--- config.mk ---
export PLATFORM = sky130hd
export DESIGN_NAME = wb_arbiter
export DESIGN_NICKNAME = d
export VERILOG_FILES = /design/src/rtl/wb_arbiter_pkg.sv /design/src/rtl/wb_load_fifo.sv /design/src/rtl/wb_arbiter.sv
export SDC_FILE = /design/constraint.sdc
export NUM_CORES = 1
export LEC_CHECK = 0
export ABC_AREA = 1
export CORE_MARGIN = 2
export CORE_UTILIZATION = 45
export DETAILED_ROUTE_END_ITERATION = 6
export GPL_TIMING_DRIVEN = 0
export PLACE_DENSITY = 0.73
export SYNTH_ARGS = -nofsm -noshare
export SYNTH_HDL_FRONTEND = slang
export SYNTH_SLANG_ARGS = --single-unit
--- constraint.sdc ---
create_clock -name clk -period 2.95 [get_ports clk]
set_input_delay 0.59 -clock clk [delete_from_list [all_inputs] [get_ports clk]]
set_output_delay 0.59 -clock clk [all_outputs]
set_load 0.01 [all_outputs]
--- src/rtl/wb_arbiter_pkg.sv ---
// Shared constants and the load-return record used by the writeback arbiter and its FIFO.
package wb_arbiter_pkg;

    localparam int unsigned REG_ADDR_W = 4;
    localparam int unsigned DATA_W     = 32;

    localparam logic [REG_ADDR_W-1:0] REG_ZERO   = 4'd0;
    localparam logic [REG_ADDR_W-1:0] REG_KERNEL = 4'd15;

    typedef struct packed {
        logic [REG_ADDR_W-1:0] rd;
        logic [DATA_W-1:0]     data;
    } ld_entry_t;

    // Registers 0 and 15 are never written through this port.
    function automatic logic rd_writable(input logic [REG_ADDR_W-1:0] r);
        return (r != REG_ZERO) && (r != REG_KERNEL);
    endfunction

endpackage

--- src/rtl/wb_load_fifo.sv ---
// Circular buffer for load-return entries; full/empty derive from the registered occupancy.
module wb_load_fifo
    import wb_arbiter_pkg::*;
#(
    parameter int unsigned DEPTH = 4,
    localparam int unsigned AW   = $clog2(DEPTH)
) (
    input  logic      clk,
    input  logic      rst,
    input  logic      push,
    input  ld_entry_t push_entry,
    input  logic      pop,
    output ld_entry_t head,
    output logic      full,
    output logic      empty,
    output logic [AW:0] count
);

    localparam logic [AW:0] FULL_COUNT = (AW+1)'(DEPTH);

    ld_entry_t       mem_q [DEPTH];
    logic [AW-1:0]   wr_ptr_q;
    logic [AW-1:0]   rd_ptr_q;
    logic [AW:0]     count_q;
    logic [AW:0]     count_d;
    logic            push_ok;
    logic            pop_ok;

    assign full    = (count_q == FULL_COUNT);
    assign empty   = (count_q == '0);
    assign count   = count_q;
    assign head    = mem_q[rd_ptr_q];
    assign push_ok = push & ~full;
    assign pop_ok  = pop & ~empty;

    always_comb begin
        count_d = count_q;
        unique case ({push_ok, pop_ok})
            2'b10:   count_d = count_q + 1'b1;
            2'b01:   count_d = count_q - 1'b1;
            default: count_d = count_q;
        endcase
    end

    // Power-of-two depth lets the pointers wrap by plain overflow.
    always_ff @(posedge clk or posedge rst) begin
        if (rst) begin
            wr_ptr_q <= '0;
            rd_ptr_q <= '0;
            count_q  <= '0;
        end else begin
            if (push_ok) wr_ptr_q <= wr_ptr_q + 1'b1;
            if (pop_ok)  rd_ptr_q <= rd_ptr_q + 1'b1;
            count_q <= count_d;
        end
    end

    always_ff @(posedge clk) begin
        if (push_ok) mem_q[wr_ptr_q] <= push_entry;
    end

endmodule

--- src/rtl/wb_arbiter.sv ---
// Writeback arbiter: ALU results take priority, load returns are buffered and drained in idle
// slots, and a pending-load scoreboard drives the decode stall.
module wb_arbiter
    import wb_arbiter_pkg::*;
#(
    parameter int unsigned FIFO_DEPTH = 4
) (
    input  logic                  clk,
    input  logic                  rst,
    input  logic                  alu_valid,
    input  logic [REG_ADDR_W-1:0] alu_rd,
    input  logic [DATA_W-1:0]     alu_data,
    input  logic                  ld_valid,
    input  logic [REG_ADDR_W-1:0] ld_rd,
    input  logic [DATA_W-1:0]     ld_data,
    output logic                  ld_ready,
    input  logic                  ld_issue,
    input  logic [REG_ADDR_W-1:0] ld_issue_rd,
    input  logic [REG_ADDR_W-1:0] rs1,
    input  logic [REG_ADDR_W-1:0] rs2,
    output logic                  hazard,
    output logic [REG_ADDR_W-1:0] rd,
    output logic [DATA_W-1:0]     write_data,
    output logic                  reg_write,
    output logic [15:0]           busy_mask,
    output logic                  overflow
);

    localparam int unsigned CW = $clog2(FIFO_DEPTH) + 1;

    logic                  alu_accept;
    logic                  ld_push;
    logic                  ld_pop;
    logic                  fifo_full;
    logic                  fifo_empty;
    logic [CW-1:0]         fifo_count;
    ld_entry_t             push_entry;
    ld_entry_t             fifo_head;

    logic [REG_ADDR_W-1:0] rd_q, rd_d;
    logic [DATA_W-1:0]     data_q, data_d;
    logic                  we_q, we_d;
    logic [15:0]           busy_q, busy_d;
    logic                  ovf_q, ovf_d;

    assign alu_accept      = alu_valid & rd_writable(alu_rd);
    assign ld_ready        = ~fifo_full;
    assign ld_push         = ld_valid & ld_ready & rd_writable(ld_rd);
    assign ld_pop          = ~alu_accept & ~fifo_empty;
    assign push_entry.rd   = ld_rd;
    assign push_entry.data = ld_data;

    wb_load_fifo #(
        .DEPTH (FIFO_DEPTH)
    ) u_fifo (
        .clk        (clk),
        .rst        (rst),
        .push       (ld_push),
        .push_entry (push_entry),
        .pop        (ld_pop),
        .head       (fifo_head),
        .full       (fifo_full),
        .empty      (fifo_empty),
        .count      (fifo_count)
    );

    always_comb begin
        we_d   = 1'b0;
        rd_d   = rd_q;
        data_d = data_q;
        busy_d = busy_q;
        ovf_d  = ovf_q | (ld_valid & ~ld_ready & rd_writable(ld_rd));

        if (alu_accept) begin
            we_d   = 1'b1;
            rd_d   = alu_rd;
            data_d = alu_data;
        end else if (ld_pop) begin
            we_d          = 1'b1;
            rd_d          = fifo_head.rd;
            data_d        = fifo_head.data;
            busy_d[fifo_head.rd] = 1'b0;
        end

        // Applied after the clear so a coincident set wins.
        if (ld_issue && rd_writable(ld_issue_rd)) begin
            busy_d[ld_issue_rd] = 1'b1;
        end
    end

    always_ff @(posedge clk or posedge rst) begin
        if (rst) begin
            we_q   <= 1'b0;
            rd_q   <= '0;
            data_q <= '0;
            busy_q <= '0;
            ovf_q  <= 1'b0;
        end else begin
            we_q   <= we_d;
            rd_q   <= rd_d;
            data_q <= data_d;
            busy_q <= busy_d;
            ovf_q  <= ovf_d;
        end
    end

    assign hazard     = busy_q[rs1] | busy_q[rs2] | (alu_valid & busy_q[alu_rd]);
    assign rd         = rd_q;
    assign write_data = data_q;
    assign reg_write  = we_q;
    assign busy_mask  = busy_q;
    assign overflow   = ovf_q;

    // A WAW-flagged ALU write is still taken; upstream is expected to have stalled on hazard.
    waw_accept_a: assert property (@(posedge clk) disable iff (rst)
        (alu_accept && busy_q[alu_rd]) |=> (reg_write && rd == $past(alu_rd)));

    fifo_count_a: assert property (@(posedge clk) disable iff (rst)
        fifo_count <= CW'(FIFO_DEPTH));

endmodule

Yosys cells after proc, flatten, opt, wreduce, memory -nomap -nowiden. Memories as Yosys holds them, arrays and structs flattened. Index checks and enable logic that the tools add are counted.

Flip-flop bits (word level): 61. Bits in latches: 0. Memory bits (writable): 144. Memory bits (read-only): 0. Input bits: 89. Output and inout bits: 56. Memories: 1.

Add/sub/neg operators: 4. Multiply operators: 0. Divide/modulo/power cells: 0. Order comparisons: 7. Equal/unequal tests: 6. Shifts and indexed selects: 0. Multiplexer cells: 22. Bitwise logic cells: 18. Reductions and logical operators: 12.

Memories: u_fifo.mem_q (words 4, width 36, read ports 1, clocked after Yosys merged registers in 0, wr ports 1, RTL line wb_load_fifo.sv:21) `ld_entry_t mem_q [DEPTH];`.

Operator list (number): 32-bit two-way mux (2); 16-bit two-way mux (3); 4-bit by 5-bit less-than comparator with 1-bit output, second input constant (5); 16-bit bitwise AND (1); 16-bit NOT (1); 16-bit OR (1); 1-bit binary-select mux with 4-bit select (3); 4-bit inequality test, second input constant (3); 4-bit nonzero test (3); 1-bit bitwise AND (9); 1-bit two-way mux (9); 1-bit demux with 4-bit select (2); 4-bit by 1-bit greater-or-equal comparator with 1-bit output, second input constant (2); 4-bit two-way mux (2); 1-bit logical AND (6); 3-bit case mux with 2 select lines (1); 2-bit by 1-bit adder with 2-bit output, second input constant (2); 2-bit nonzero test (2); 3-bit by 1-bit adder with 3-bit output, second input constant (1); 3-bit == test, second input constant (1); 3-bit zero test (1); 1-bit NOT (3); 1-bit OR (3); 3-bit by 1-bit subtractor with 3-bit output, second input constant (1); 2 further kinds (2).

Longest topological paths before layout. An unclocked memory read counts as a cell.

Depth in word-level cells: 11. Gate-level depth with buffers: 12. Depth with buffers taken out: 11.

Modules after synthesis. A second synthesis with hierarchy kept.

Cell total of the unflattened synthesis: 899. Area total of the unflattened synthesis: 9462.8 um^2.

Modules (own cells, without submodules): wb_load_fifo (times used 1, cells each 481, area an instance 6403.6 um^2, sequential area each 4499.3 um^2); wb_arbiter (times used 1, cells each 418, area an instance 3059.2 um^2, sequential area each 1351.3 um^2).

Least setup slack after synthesis. Ideal clock, no wire load.

Kind: in2reg. Start: in ld_rd[3]. End: mem u_fifo.mem_q[0][0] (netlist name), enable pin. Setup time: 429 ps. Data arrival time: 2556 ps. Data required time: 2521 ps. Slack: -35 ps. Stages: 5. Buffers on the path: 0. Cells stage by stage: nand2_1 o21ai_0 nand2_1 nand3_1 nor2_1.

Word-level cells in the longest chain between the ends: 6. Elaborated cells on any way between the ends: 7. Those cells by class: eq/ne (1); mux (2); bitwise (2); reduce/logical (2).

RTL lines: from (decl) (RTL line wb_arbiter.sv:14) `input logic [REG_ADDR_W-1:0] ld_rd,`; 4-bit inequality test or 4-bit nonzero test (tied branches) (RTL line wb_arbiter_pkg.sv:17) `return (r != REG_ZERO) && (r != REG_KERNEL);`; 1-bit logical AND * (RTL line wb_arbiter_pkg.sv:17); 1-bit bitwise AND * (RTL line wb_arbiter.sv:48) `assign ld_push = ld_valid & ld_ready & rd_writable(ld_rd);`; 1-bit bitwise AND * (RTL line wb_load_fifo.sv:33) `assign push_ok = push & ~full;`; 1-bit two-way mux * (RTL line wb_load_fifo.sv:59) `if (push_ok) mem_q[wr_ptr_q] <= push_entry;`; 1-bit two-way mux (not written as such) * (RTL line wb_load_fifo.sv:59); to (decl) (RTL line wb_load_fifo.sv:21).

Every way passes the cells marked *; elsewhere a longest branch is shown, timed or not.

Worst setup path after layout.
Start: in rs1[1]. End: out hazard.

Word-level cells in the longest chain between the ends: 4.

RTL lines: from (decl) (RTL line wb_arbiter.sv:19) `input logic [REG_ADDR_W-1:0] rs1,`; 1-bit binary-select mux with 4-bit select (RTL line wb_arbiter.sv:107) `assign hazard = busy_q[rs1] | busy_q[rs2] | (alu_valid & busy_q[alu_rd]);`; 1-bit two-way mux (not written as such) (RTL line wb_arbiter.sv:107); 1-bit OR (2 in series) (RTL line wb_arbiter.sv:107); to (decl) (RTL line wb_arbiter.sv:21) `output logic hazard,`.

No other way between the ends. The select of a mux whose other input is x is not followed.

==> reports/qor.txt <==
critical path type - input port to output pin
FFs w/ async S/R, synth - 29.8%
Synth Flop Type - edfxtp_1
Post-DRT Antenna Nets - 0
via count - 6,663
commonest cells after routing, fill and taps aside - 234 x nand2_1, 144 x edfxtp_1, 139 x clkdlybuf4s50_1
Cell variety after synth - 35
Clk Tree Root Cell - clkbuf_16
wire per inst - 16.8 um
sequential share of the synthesized area - 66.5%
Peak Freq - 351 MHz
Worst setup EP type - output pin
Post-synth EDFFs - 144
Syn Nets - 934
die area - 20,700 um2
clock share of power - 27.5%
layout cells sized above 1 - 8.50%
Clock Latency Late Sink - 0.50 ns
Int Power - 7.57 mW
clk sinks - 205
unrepaired setup endpoints after global routing - false
Sequential Power Share - 36.9%
dpl hpwl - 14,600 um
num rows - 51
Critical-path top delay cell - clkdlybuf4s50_1
Worst VDD drop - 0.584 mV
pin count of the biggest net entering global routing - 62
initial antenna violation count - 0
setup repair bufs after CTS - 0
Avg Vias per Cell - 5.17
hold buffer count at CTS - 0
number of synthesized register bits - 205
Finished Layout Cells - 1,289
htree depth - 1
io pins - 145
Max-Slew Margin vs Limit - 46.2%
Starting DRT DRC Count - 541
post-layout total power - 11.5 mW
most common cell after layout, fill and taps aside - nand2_1
Hold Fails Final Rpt - 0
Final Cycle Share - 96.6%
Initial Utilization - 45.5%
Core ar. - 19,300 um2
number of max-cap violations - 0
max incr delay on CP - 0.56 ns
layout overhead on the synthesized area - 31.2%
GRT Util Overall - 21.0%
detailed-route DRC error count - 0
Detailed Route WL - 21,700 um
Worst Skew - 0.0113 ns
combinational power share - 35.6%
Worst setup SP type - input port
clock tree from TritonCTS - built
Clock Path Buffers - 3
Die H - 144 um
status - finished, final reports clean
TritonCTS Buffers - 21
Reg clk slew, reported paths - 0.06 ns
switching power share of the total - 33.9%
Static Leak - 4.52 nW
DR pass1 iterations - 7
worst-path fanout max - 5
Mapped Area - 8790 um2
total gr overflow - 0
Hold Path Class - register to register
Port Buffers - 142
antenna cell count - 0
Cells after Synth - 839
pwr dens - 994 nW/um2
Req. time, crit path - 2.36 ns
Avg Cell Area, Syn - 10.5 um2
first-pass GRT wire length - 33,700 um
minimum clock period - 2.85 ns
routability cong. - 0.905
Slew @ Worst Pin - 0.807 ns
Die W - 144 um
critical path cell sequence - clkdlybuf4s50_1 > inv_2 > nand3_1 > nand3_1 > nand3b_1 > nand2_1 > nor2_1 > nand2_1 > clkdlybuf4s50_1
NetSw - 3.88 mW
Synth warnings - 0
vias in the first global route - 6,615
number of nets in the layout - 1,104
max-slew violation count - 0
placed insts - 1,250
Worst EP arrival - 2.26 ns
final setup violation count - 0
power by group through the flow:
stage	Clock, mW	Sequential [mW]	Combinational [mW]
after floorplan	0	4.39	2.08
after global placement	0	4.31	3.88
after detailed placement	0	4.28	4.07
after CTS	3.19	4.23	4.09
after global routing	3.30	4.31	4.46
final	3.15	4.23	4.08
layout make-up:
| cell class | count | area [um2] |
|---|---|---|
| plain buffers | 36 | 205 |
| clock buffers | 24 | 557 |
| clock inverters | 14 | 280 |
| fillers | 1560 | 7800 |
| inverters | 52 | 205 |
| multi-input cells | 546 | 2570 |
| flip-flops and latches | 205 | 5850 |
| well taps | 265 | 332 |
| repair buffers | 147 | 1530 |
through the flow:
step                      setup WS (ns)  TNS, ns  hold WS (ns)  util, %  instance area [um2]
after global routing             0.0168        0         0.505     59.6                11500
after floorplan                 -0.0351    -5.05         0.486        -                 8790
after detailed placement         -0.249   -16.72         0.471     55.2                10700
after CTS                        0.0597        0         0.490     59.6                11500
final                             0.101        0         0.483     59.6                11500
after global placement            -1.97  -304.27         0.468     54.5                10500
cells by family (layout without fill, tap and decap cells):
kind of cell             Yosys count  in the layout  synth area share, %
AND/OR/NAND/NOR                  399            399                 18.9
flip-flops                       205            205                 66.5
AO/OA/AOI/OAI                    137            137                 8.68
buffers and inverters             88            273                 4.57
adder cells (fa/ha/maj)            6              6                0.939
XOR/XNOR                           4              4                0.399
repair_timing:
action / CTS / global route
gates resized for setup: 1 / 5
setup endpoints to repair: 1 / 1
gates cloned: 0 / 1
endpoints found under the hold margin: 0 / 0
critical path, delay by kind of cell:
family	cells	cell delay, ns
AND/OR/NAND/NOR	6	0.54
buffers and inverters	3	1.13
synth_stat cells, types with 2 or more instances:
cell | number | area (um2)
o21ai_1 | 2 | 10.0
nand4_1 | 3 | 18.8
inv_2 | 3 | 11.3
edfxtp_1 | 144 | 4320
o221ai_1 | 4 | 35.0
a31oi_1 | 14 | 87.6
xor2_1 | 2 | 17.5
nand2_4 | 2 | 22.5
inv_1 | 46 | 173
dfrtp_1 | 61 | 1530
a21oi_1 | 20 | 100
inv_4 | 2 | 12.5
ha_1 | 5 | 62.6
nand3_1 | 74 | 370
nand2_1 | 234 | 878
o21ai_0 | 68 | 340
o211ai_1 | 2 | 15.0
o22ai_1 | 24 | 150
buf_4 | 7 | 52.6
xnor2_1 | 2 | 17.5
clkbuf_1 | 12 | 45.0
nor2_2 | 2 | 12.5
buf_2 | 14 | 70.1
buf_6 | 3 | 33.8
a21oi_2 | 2 | 17.5
nor2_1 | 78 | 293
final timing paths:
kind / from / to / slack, ns / cells after the start
worst min-delay path: overflow / overflow / 0.48 / 1
worst min register to register: overflow / overflow / 0.48 / 1
worst max register to register: u_fifo.count[0] / u_fifo.mem_q[0][11] / 0.58 / 5
min in group asynchronous: rst / busy_mask[13] / 0.62 / 2
worst max-delay path: rs1[1] / hazard / 0.10 / 9
max in group asynchronous: rst / write_data[11] / 1.81 / 2
registers in the layout (all words and copies together), names as in the netlist:
register,flops
write_data,32
u_fifo.rd_ptr_q,2
overflow,1
busy_mask,16
u_fifo.mem_q,144
u_fifo.wr_ptr_q,2
u_fifo.count,3
rd,4
reg_write,1
layer usage:
layer  vias up  global-route usage [%]  part of all wire, %
met5         -                       0                    0
met4         0                    5.93                  1.8
met3        31                    3.73                  6.8
met2       238                    36.6                   49
met1      3160                    27.0                   42
li1       3234                       -                    -
(Power assumes the default switching activity.)
